`src/rtl/alu_pkg.sv`:
```
// rtl/alu_pkg.sv - shared ALU opcodes and sequencer state encoding
package alu_pkg;

    localparam logic [2:0] ALU_ADD   = 3'b000;
    localparam logic [2:0] ALU_SUB   = 3'b001;
    localparam logic [2:0] ALU_AND   = 3'b010;
    localparam logic [2:0] ALU_OR    = 3'b011;
    localparam logic [2:0] ALU_XOR   = 3'b100;
    localparam logic [2:0] ALU_XNOR  = 3'b101;
    localparam logic [2:0] ALU_ZERO0 = 3'b110;
    localparam logic [2:0] ALU_ZERO1 = 3'b111;

    typedef enum logic [1:0] {
        SEQ_IDLE = 2'd0,
        SEQ_EXEC = 2'd1,
        SEQ_RESP = 2'd2
    } seq_state_t;

endpackage

```
`src/rtl/alu_cmd_sequencer.sv`:
```
// rtl/alu_cmd_sequencer.sv - valid/ready command front-end for the combinational ALU
module alu_cmd_sequencer
    import alu_pkg::*;
#(
    parameter int WIDTH = 8,
    parameter int SEL_W = 3,
    parameter int CNT_W = 16
) (
    input  logic             clk,
    input  logic             rst_n,
    input  logic             cmd_valid,
    output logic             cmd_ready,
    input  logic [SEL_W-1:0] cmd_sel,
    input  logic [WIDTH-1:0] cmd_a,
    input  logic [WIDTH-1:0] cmd_b,
    input  logic             cmd_cin,
    input  logic             cmd_use_acc,
    output logic [WIDTH-1:0] alu_input_1,
    output logic [WIDTH-1:0] alu_input_2,
    output logic [SEL_W-1:0] alu_sel,
    output logic             alu_cin,
    input  logic [WIDTH-1:0] alu_result,
    input  logic             alu_ovf,
    input  logic             alu_zero,
    output logic             rsp_valid,
    input  logic             rsp_ready,
    output logic [WIDTH-1:0] rsp_data,
    output logic             rsp_ovf,
    output logic             rsp_zero,
    output logic [WIDTH-1:0] acc,
    output logic [CNT_W-1:0] op_count,
    output logic             ovf_sticky,
    input  logic             sticky_clr
);

    seq_state_t state;
    logic       accept;

    // In RESP a new command is only taken together with the outgoing response
    assign cmd_ready = (state == SEQ_IDLE) || ((state == SEQ_RESP) && rsp_ready);
    assign rsp_valid = (state == SEQ_RESP);
    assign accept    = cmd_valid && cmd_ready;

    always_ff @(posedge clk or negedge rst_n) begin
        if (!rst_n) begin
            state       <= SEQ_IDLE;
            alu_input_1 <= '0;
            alu_input_2 <= '0;
            alu_sel     <= '0;
            alu_cin     <= 1'b0;
            rsp_data    <= '0;
            rsp_ovf     <= 1'b0;
            rsp_zero    <= 1'b0;
            acc         <= '0;
            op_count    <= '0;
            ovf_sticky  <= 1'b0;
        end else begin
            if (sticky_clr) begin
                ovf_sticky <= 1'b0;
            end

            // acc here is the value at acceptance, i.e. the result being returned in RESP
            if (accept) begin
                alu_input_1 <= cmd_use_acc ? acc : cmd_a;
                alu_input_2 <= cmd_b;
                alu_sel     <= cmd_sel;
                alu_cin     <= (cmd_sel == SEL_W'(ALU_ADD)) && cmd_cin;
            end

            case (state)
                SEQ_IDLE: begin
                    if (accept) begin
                        state <= SEQ_EXEC;
                    end
                end
                SEQ_EXEC: begin
                    rsp_data <= alu_result;
                    rsp_ovf  <= alu_ovf;
                    rsp_zero <= alu_zero;
                    acc      <= alu_result;
                    if (op_count != {CNT_W{1'b1}}) begin
                        op_count <= op_count + 1'b1;
                    end
                    if (!sticky_clr && alu_ovf) begin
                        ovf_sticky <= 1'b1;
                    end
                    state <= SEQ_RESP;
                end
                SEQ_RESP: begin
                    if (rsp_ready) begin
                        state <= accept ? SEQ_EXEC : SEQ_IDLE;
                    end
                end
                default: state <= SEQ_IDLE;
            endcase
        end
    end

endmodule

```
`config.mk`:
```
export PLATFORM = sky130hd
export DESIGN_NAME = alu_cmd_sequencer
export DESIGN_NICKNAME = d
export VERILOG_FILES = /design/src/rtl/alu_pkg.sv /design/src/rtl/alu_cmd_sequencer.sv
export SDC_FILE = /design/constraint.sdc
export NUM_CORES = 1
export LEC_CHECK = 0
export CAP_MARGIN = 10
export CORE_UTILIZATION = 30
export DETAILED_ROUTE_END_ITERATION = 10
export PLACE_DENSITY = 0.63
export SETUP_SLACK_MARGIN = 0.3
export SLEW_MARGIN = 20
export SYNTH_ARGS = -nofsm -noshare
export SYNTH_HDL_FRONTEND = slang
export SYNTH_SLANG_ARGS = --single-unit
export TNS_END_PERCENT = 5
```
`constraint.sdc`:
```
create_clock -name clk -period 2.4 [get_ports clk]
set_input_delay 0.48 -clock clk [delete_from_list [all_inputs] [get_ports clk]]
set_output_delay 0.48 -clock clk [all_outputs]
set_load 0.02 [all_outputs]
```
==> flow_summary.json, run 1 <==
{
  "synth_compound_area_share_pct": 2.63,
  "clk_pin_slew_ns": 0.08,
  "drtAntennaViolNets": 0,
  "h-tree-depth": 2,
  "cp.required_ns": 1.92,
  "io_pins": 93,
  "slew_viol_final": 0,
  "synth_warnings": 0,
  "clockRootBuffer": "clkbuf_8",
  "critPathSlowestCell": "clkdlybuf4s50_1",
  "leakage_nw": 1.36,
  "finalSetupViolations": 0,
  "drive_gt1_share_pct": 22.0,
  "grt-ovfl-total": 0,
  "synth_top_family_by_area": "multiplexers",
  "synth_xor_area_share_pct": 4.00,
  "hold_path.class": "in -> async",
  "place_congestion": 0.816,
  "initial_core_util_pct": 31.7,
  "die_y_um": 87.5,
  "synth.avg_cell_area_um2": 13.0,
  "grtUsageTotal_pct": 13.4,
  "drt_iter0_markers": 39,
  "synth_mux_area_share_pct": 20.2,
  "rsz0062_at_grt": "false",
  "layout_worst_path_cycle_share_pct": 82.6,
  "r2r_slack_ns": 0.48,
  "clk_latency_ns": 0.29,
  "crit_arrival_ns": 1.50,
  "syn-num-nets": 205,
  "grt_pass1_wl_mm": 7.82,
  "grt_max_degree": 27,
  "drc_errors": 0,
  "yosys.area_share.simple_pct": 12.7,
  "synth_async_sr_flop_share_pct": 100,
  "fin_skew_ns": 0.00704,
  "drv_cap": 0,
  "drt-pass1-iter-count": 4,
  "fp.coreArea_um2": 6910,
  "final_nets": 295,
  "synthAdderAreaFrac_pct": 0.571,
  "cts_tree": "yes",
  "diodes": 0,
  "numPortBuffers": 92,
  "synth_edf_count": 0,
  "vdd_ir_drop_max_uv": 465,
  "max_freq_mhz": 504,
  "vias_per_cell": 4.59,
  "grt_pass1_vias": 1590,
  "power-per-cell-area_nw_per_um2": 969,
  "ys_seq_elements": 49,
  "antenna_found_initial": 0,
  "r2r-start": "op_count[0]",
  "tns_ns": 0,
  "min_period_ns": 1.98,
  "crit_chain": "clkdlybuf4s50_1 > inv_1 > a21oi_1 > dlygate4sd2_1",
  "ys_types": 32,
  "final_common_cell": "clkdlybuf4s50_1",
  "crit_start": "rsp_ready",
  "worst_pin_slew_ns": 0.575,
  "area_delta_synth_final_pct": 49.7,
  "vias": 1630,
  "cts_sinks": 49,
  "die_area_um2": 7650,
  "syn-instance-count": 168,
  "status": "finished, final reports clean",
  "critPathKind": "in -> out",
  "post_cts_buffers": 0,
  "numCtsBuffers": 5,
  "slowest_delay_ns": 0.47,
  "critPathLaunchType": "input pin",
  "fin_total_pwr_mw": 3.18,
  "netlist_area_um2": 2190,
  "path_max_fanout": 2,
  "cp_num_buf_inv": 3,
  "detail_route.wl_per_cell_um": 13.4,
  "ys_seq_area_share_pct": 56.0,
  "relSlewSlack_pct": 61.6,
  "die_w_um": 87.5,
  "dpl.hpwl_mm": 3.61,
  "wirelength_mm": 4.77,
  "row_count": 30,
  "clockBufferDepth": 2,
  "finalHoldViolCount": 0,
  "endpoint_kind": "output port",
  "layout_common_cells": "clkdlybuf4s50_1, dfrtp_1, mux2_2",
  "cp_top_family": "buffers and inverters",
  "synth_flop_cell": "dfrtp_1"
}
## per-layer routing
layer / share of wire (%) / routed length, um / track usage (%)
met1: 44 / 2100 / 17.0
met5: 0 / 0 / 0
met4: 1.1 / 52 / 5.37
met3: 7.0 / 333 / 4.36
met2: 48 / 2290 / 21.2
## what timing repair did
action / 4_1_cts / 5_1_grt
hold buffers: 0 / 0
endpoints found under the setup margin: 1 / 0
resized for setup: 1 / 0
## registers in the layout, indices dropped and copies added, names as in the netlist
register,count
op_count,16
acc,8
alu_sel,3
state,2
rsp_zero,1
alu_input_2,8
alu_cin,1
rsp_ovf,1
ovf_sticky,1
alu_input_1,8
## cell families (layout without fill, tap and decap cells)
family                     Yosys count  in the layout
xor gates and xnor gates            10             10
adders and majority gates            1              1
buffers and inverters               14            105
and+or+nand+nor                     44             44
muxes                               39             39
AOI/OAI and AO/OA                   11             11
DFF                                 49             49
## path summary, 6_finish.rpt
| check | end | depth (start not counted) |
|---|---|---|
| worst max-delay path | cmd_ready | 4 |
| worst min-delay path | ovf_sticky | 1 |
| worst max register to register | op_count[9] | 5 |
| worst min register to register | alu_input_1[6] | 1 |
| max in group asynchronous | alu_sel[0] | 2 |
| min in group clk | alu_input_1[6] | 1 |
## where the power goes
group	switching [mW]	internal (mW)	leakage, nW	total [mW]
registers	0.214	1.06	0.604	1.27
clock network	0.259	0.202	0.0450	0.461
logic	0.650	0.792	0.709	1.44
## worst register-to-register path: cells and delay by family, from the launching register on
| family | cells | cell delay [ns] |
|---|---|---|
| xor gates and xnor gates | 1 | 0.12 |
| adders and majority gates | 1 | 0.30 |
| DFF | 1 | 0.48 |
| and+or+nand+nor | 3 | 0.97 |
## Yosys cell counts, types with 2 or more instances
cell type	number	area [um^2]
dfrtp_1	49	1230
mux2_2	38	428
a21oi_1	10	50.1
buf_4	8	60.1
nand3_1	6	30.0
nand4_1	6	37.5
xnor2_1	6	52.6
and3_1	5	31.3
nor2_1	5	18.8
nand2_1	4	15.0
xor2_1	4	35.0
buf_2	3	15.0
nand4_2	2	25.0
nor2b_1	2	12.5
nor3_1	2	10.0
nor4_1	2	12.5
## through the flow
stage	utilization [%]	hold slack [ns]	std cells	area, um^2	setup WS [ns]
2_1_floorplan	-	0.184	168	2190	0.526
3_3_place_gp	46.3	0.488	347	3200	0.147
3_5_place_dp	46.3	0.490	347	3200	0.131
4_1_cts	47.5	0.180	355	3280	0.400
5_1_grt	47.5	0.200	355	3280	0.325
6_report	47.5	0.176	355	3280	0.417
## layout make-up
cell class | count | area, um^2
inverter | 1 | 3.75
sequential | 49 | 1230
clock inverter | 2 | 10.0
timing repair buffer | 96 | 970
tap | 96 | 120
fill | 653 | 3630
clock buffer | 6 | 72.6
multi-input combinational | 105 | 878
(Power assumes the default switching activity.)
==> run 2, diff against run 1 <==
Clock period 2.4 ns to 2 ns, I/O delays scaled along.
==> run 2 against run 1 <==
- hold slack lost 0.17 ns
- non-clock buffer count is 4 higher
- worst setup slack worse by 0.21 ns
- clock power grew 36%
- critical endpoint is now op_count[0]
- largest cell class unchanged
- largest power group unchanged
- highest routed layer unchanged
==> flow_summary.json, run 2 (same netlist as run 1, synthesis figures left out) <==
{
  "cts_sinks": 49,
  "h-tree-depth": 2,
  "rsz0062_at_grt": "true",
  "detail_route.wl_per_cell_um": 13.9,
  "layout_common_cells": "clkdlybuf4s50_1, mux2_2, dfrtp_1",
  "pre_cts_ws_ns": -0.114,
  "die_area_um2": 7650,
  "cts_tree": "yes",
  "clockBufferDepth": 2,
  "top_register": "op_count",
  "cp_num_buf_inv": 1,
  "drv_cap": 0,
  "num-fill-cells": 663,
  "endpoint_kind": "output port",
  "relSlewSlack_pct": 73.1,
  "slew_viol_final": 0,
  "slowest_delay_ns": 0.64,
  "clk_pin_slew_ns": 0.09,
  "grtUsageTotal_pct": 14.0,
  "worst_pin_slew_ns": 0.403,
  "initial_core_util_pct": 31.7,
  "dpl.hpwl_mm": 3.78,
  "vias_per_cell": 4.59,
  "finalHoldViolCount": 0,
  "clockRootBuffer": "clkbuf_8",
  "cp.required_ns": 1.60,
  "wl_met2_mm": 2.40,
  "multi_input_area_um2": 891,
  "power-per-cell-area_nw_per_um2": 1180,
  "final_common_cell": "clkdlybuf4s50_1",
  "row_count": 30,
  "final_nets": 299,
  "fin_skew_ns": 0.00490,
  "finalSetupViolations": 0,
  "min_period_ns": 1.79,
  "numCtsBuffers": 5,
  "cp_top_family": "buffers and inverters",
  "drt_iter0_markers": 38,
  "crit_chain": "clkdlybuf4s50_1",
  "die_y_um": 87.5,
  "wirelength_mm": 4.99,
  "critPathSlowestCell": "clkdlybuf4s50_1",
  "hold_path.class": "in -> async",
  "status": "finished, final reports clean",
  "route.met3.wl_um": 391,
  "io_pins": 93,
  "grt_pass1_vias": 1707,
  "grt_max_degree": 23,
  "die_w_um": 87.5,
  "critPathKind": "reg -> out",
  "path_max_fanout": 6,
  "holdWs_ns": 0.00435,
  "area_delta_synth_final_pct": 52.8,
  "numPortBuffers": 92,
  "diodes": 0,
  "place_congestion": 0.769,
  "clk_latency_ns": 0.30,
  "wl_met1_mm": 2.15,
  "highest_layer": "met4",
  "max_freq_mhz": 558,
  "drc_errors": 0,
  "finalWorstSetupSlack_ns": 0.209,
  "layout_worst_path_cycle_share_pct": 89.5,
  "drtAntennaViolNets": 0,
  "leakage_nw": 1.37,
  "grt-ovfl-total": 0,
  "critPathLaunchType": "flop",
  "regArea_um2": 1240,
  "vias": 1649,
  "vdd_ir_drop_max_uv": 496,
  "antenna_found_initial": 0,
  "largest_reg_flops": 16,
  "drt-pass1-iter-count": 2,
  "grt_pass1_wl_mm": 8.17,
  "hold_buffers": 0,
  "drive_gt1_share_pct": 29.7,
  "crit_arrival_ns": 1.39,
  "fp.coreArea_um2": 6910
}
## run 2: layout make-up
cell class	instances	area share (%)
Tap cell	96	3.59
Clock inverter	1	0.150
Timing Repair Buffer	100	29.5
Clock buffer	7	2.88
Inverter	1	0.112
Sequential cell	49	37.2
Multi-Input combinational cell	105	26.6
## run 2: power breakdown
part	internal (mW)	total, mW	leakage, nW	switching, mW
Combinational	0.966	1.76	0.736	0.795
Sequential	1.28	1.54	0.582	0.264
Clock	0.313	0.629	0.0542	0.316
Total	2.56	3.93	1.37	1.38
## run 2: layer usage
metal | vias up | track usage [%]
met5 | - | 0
met4 | 0 | 4.92
met3 | 6 | 5.88
met2 | 52 | 22.4
met1 | 804 | 16.9
li1 | 787 | -
## run 2: per-stage QoR
step	cell area, um^2	util, %	total power [mW]	TNS, ns	instances
6_report	3350	48.5	3.93	0	359
5_1_grt	3350	48.5	4.16	0	359
4_1_cts	3340	48.4	3.99	0	359
3_5_place_dp	3250	47.0	3.35	-0.114	351
3_3_place_gp	3250	47.0	3.32	-0.0904	351
2_1_floorplan	2220	-	2.48	0	168
## run 2: what timing repair did
item / in CTS / in global routing
endpoints found under the hold margin: 0 / 0
buffers inserted: 0 / 0
pin swaps: 0 / 0
endpoints found under the setup margin: 41 / 63
gates resized for setup: 2 / 6
## run 2: worst paths after layout
kind,from,to,slack [ns],depth (start not counted)
worst min-delay path,rst_n,op_count[14],0.004,1
worst max-delay path,op_count[0],op_count[0],0.21,1
max in group asynchronous,rst_n,alu_input_2[6],1.38,2
min in group clk,op_count[7],op_count[7],0.50,1
worst min register to register,op_count[7],op_count[7],0.50,1
worst max register to register,op_count[0],op_count[1],0.24,5
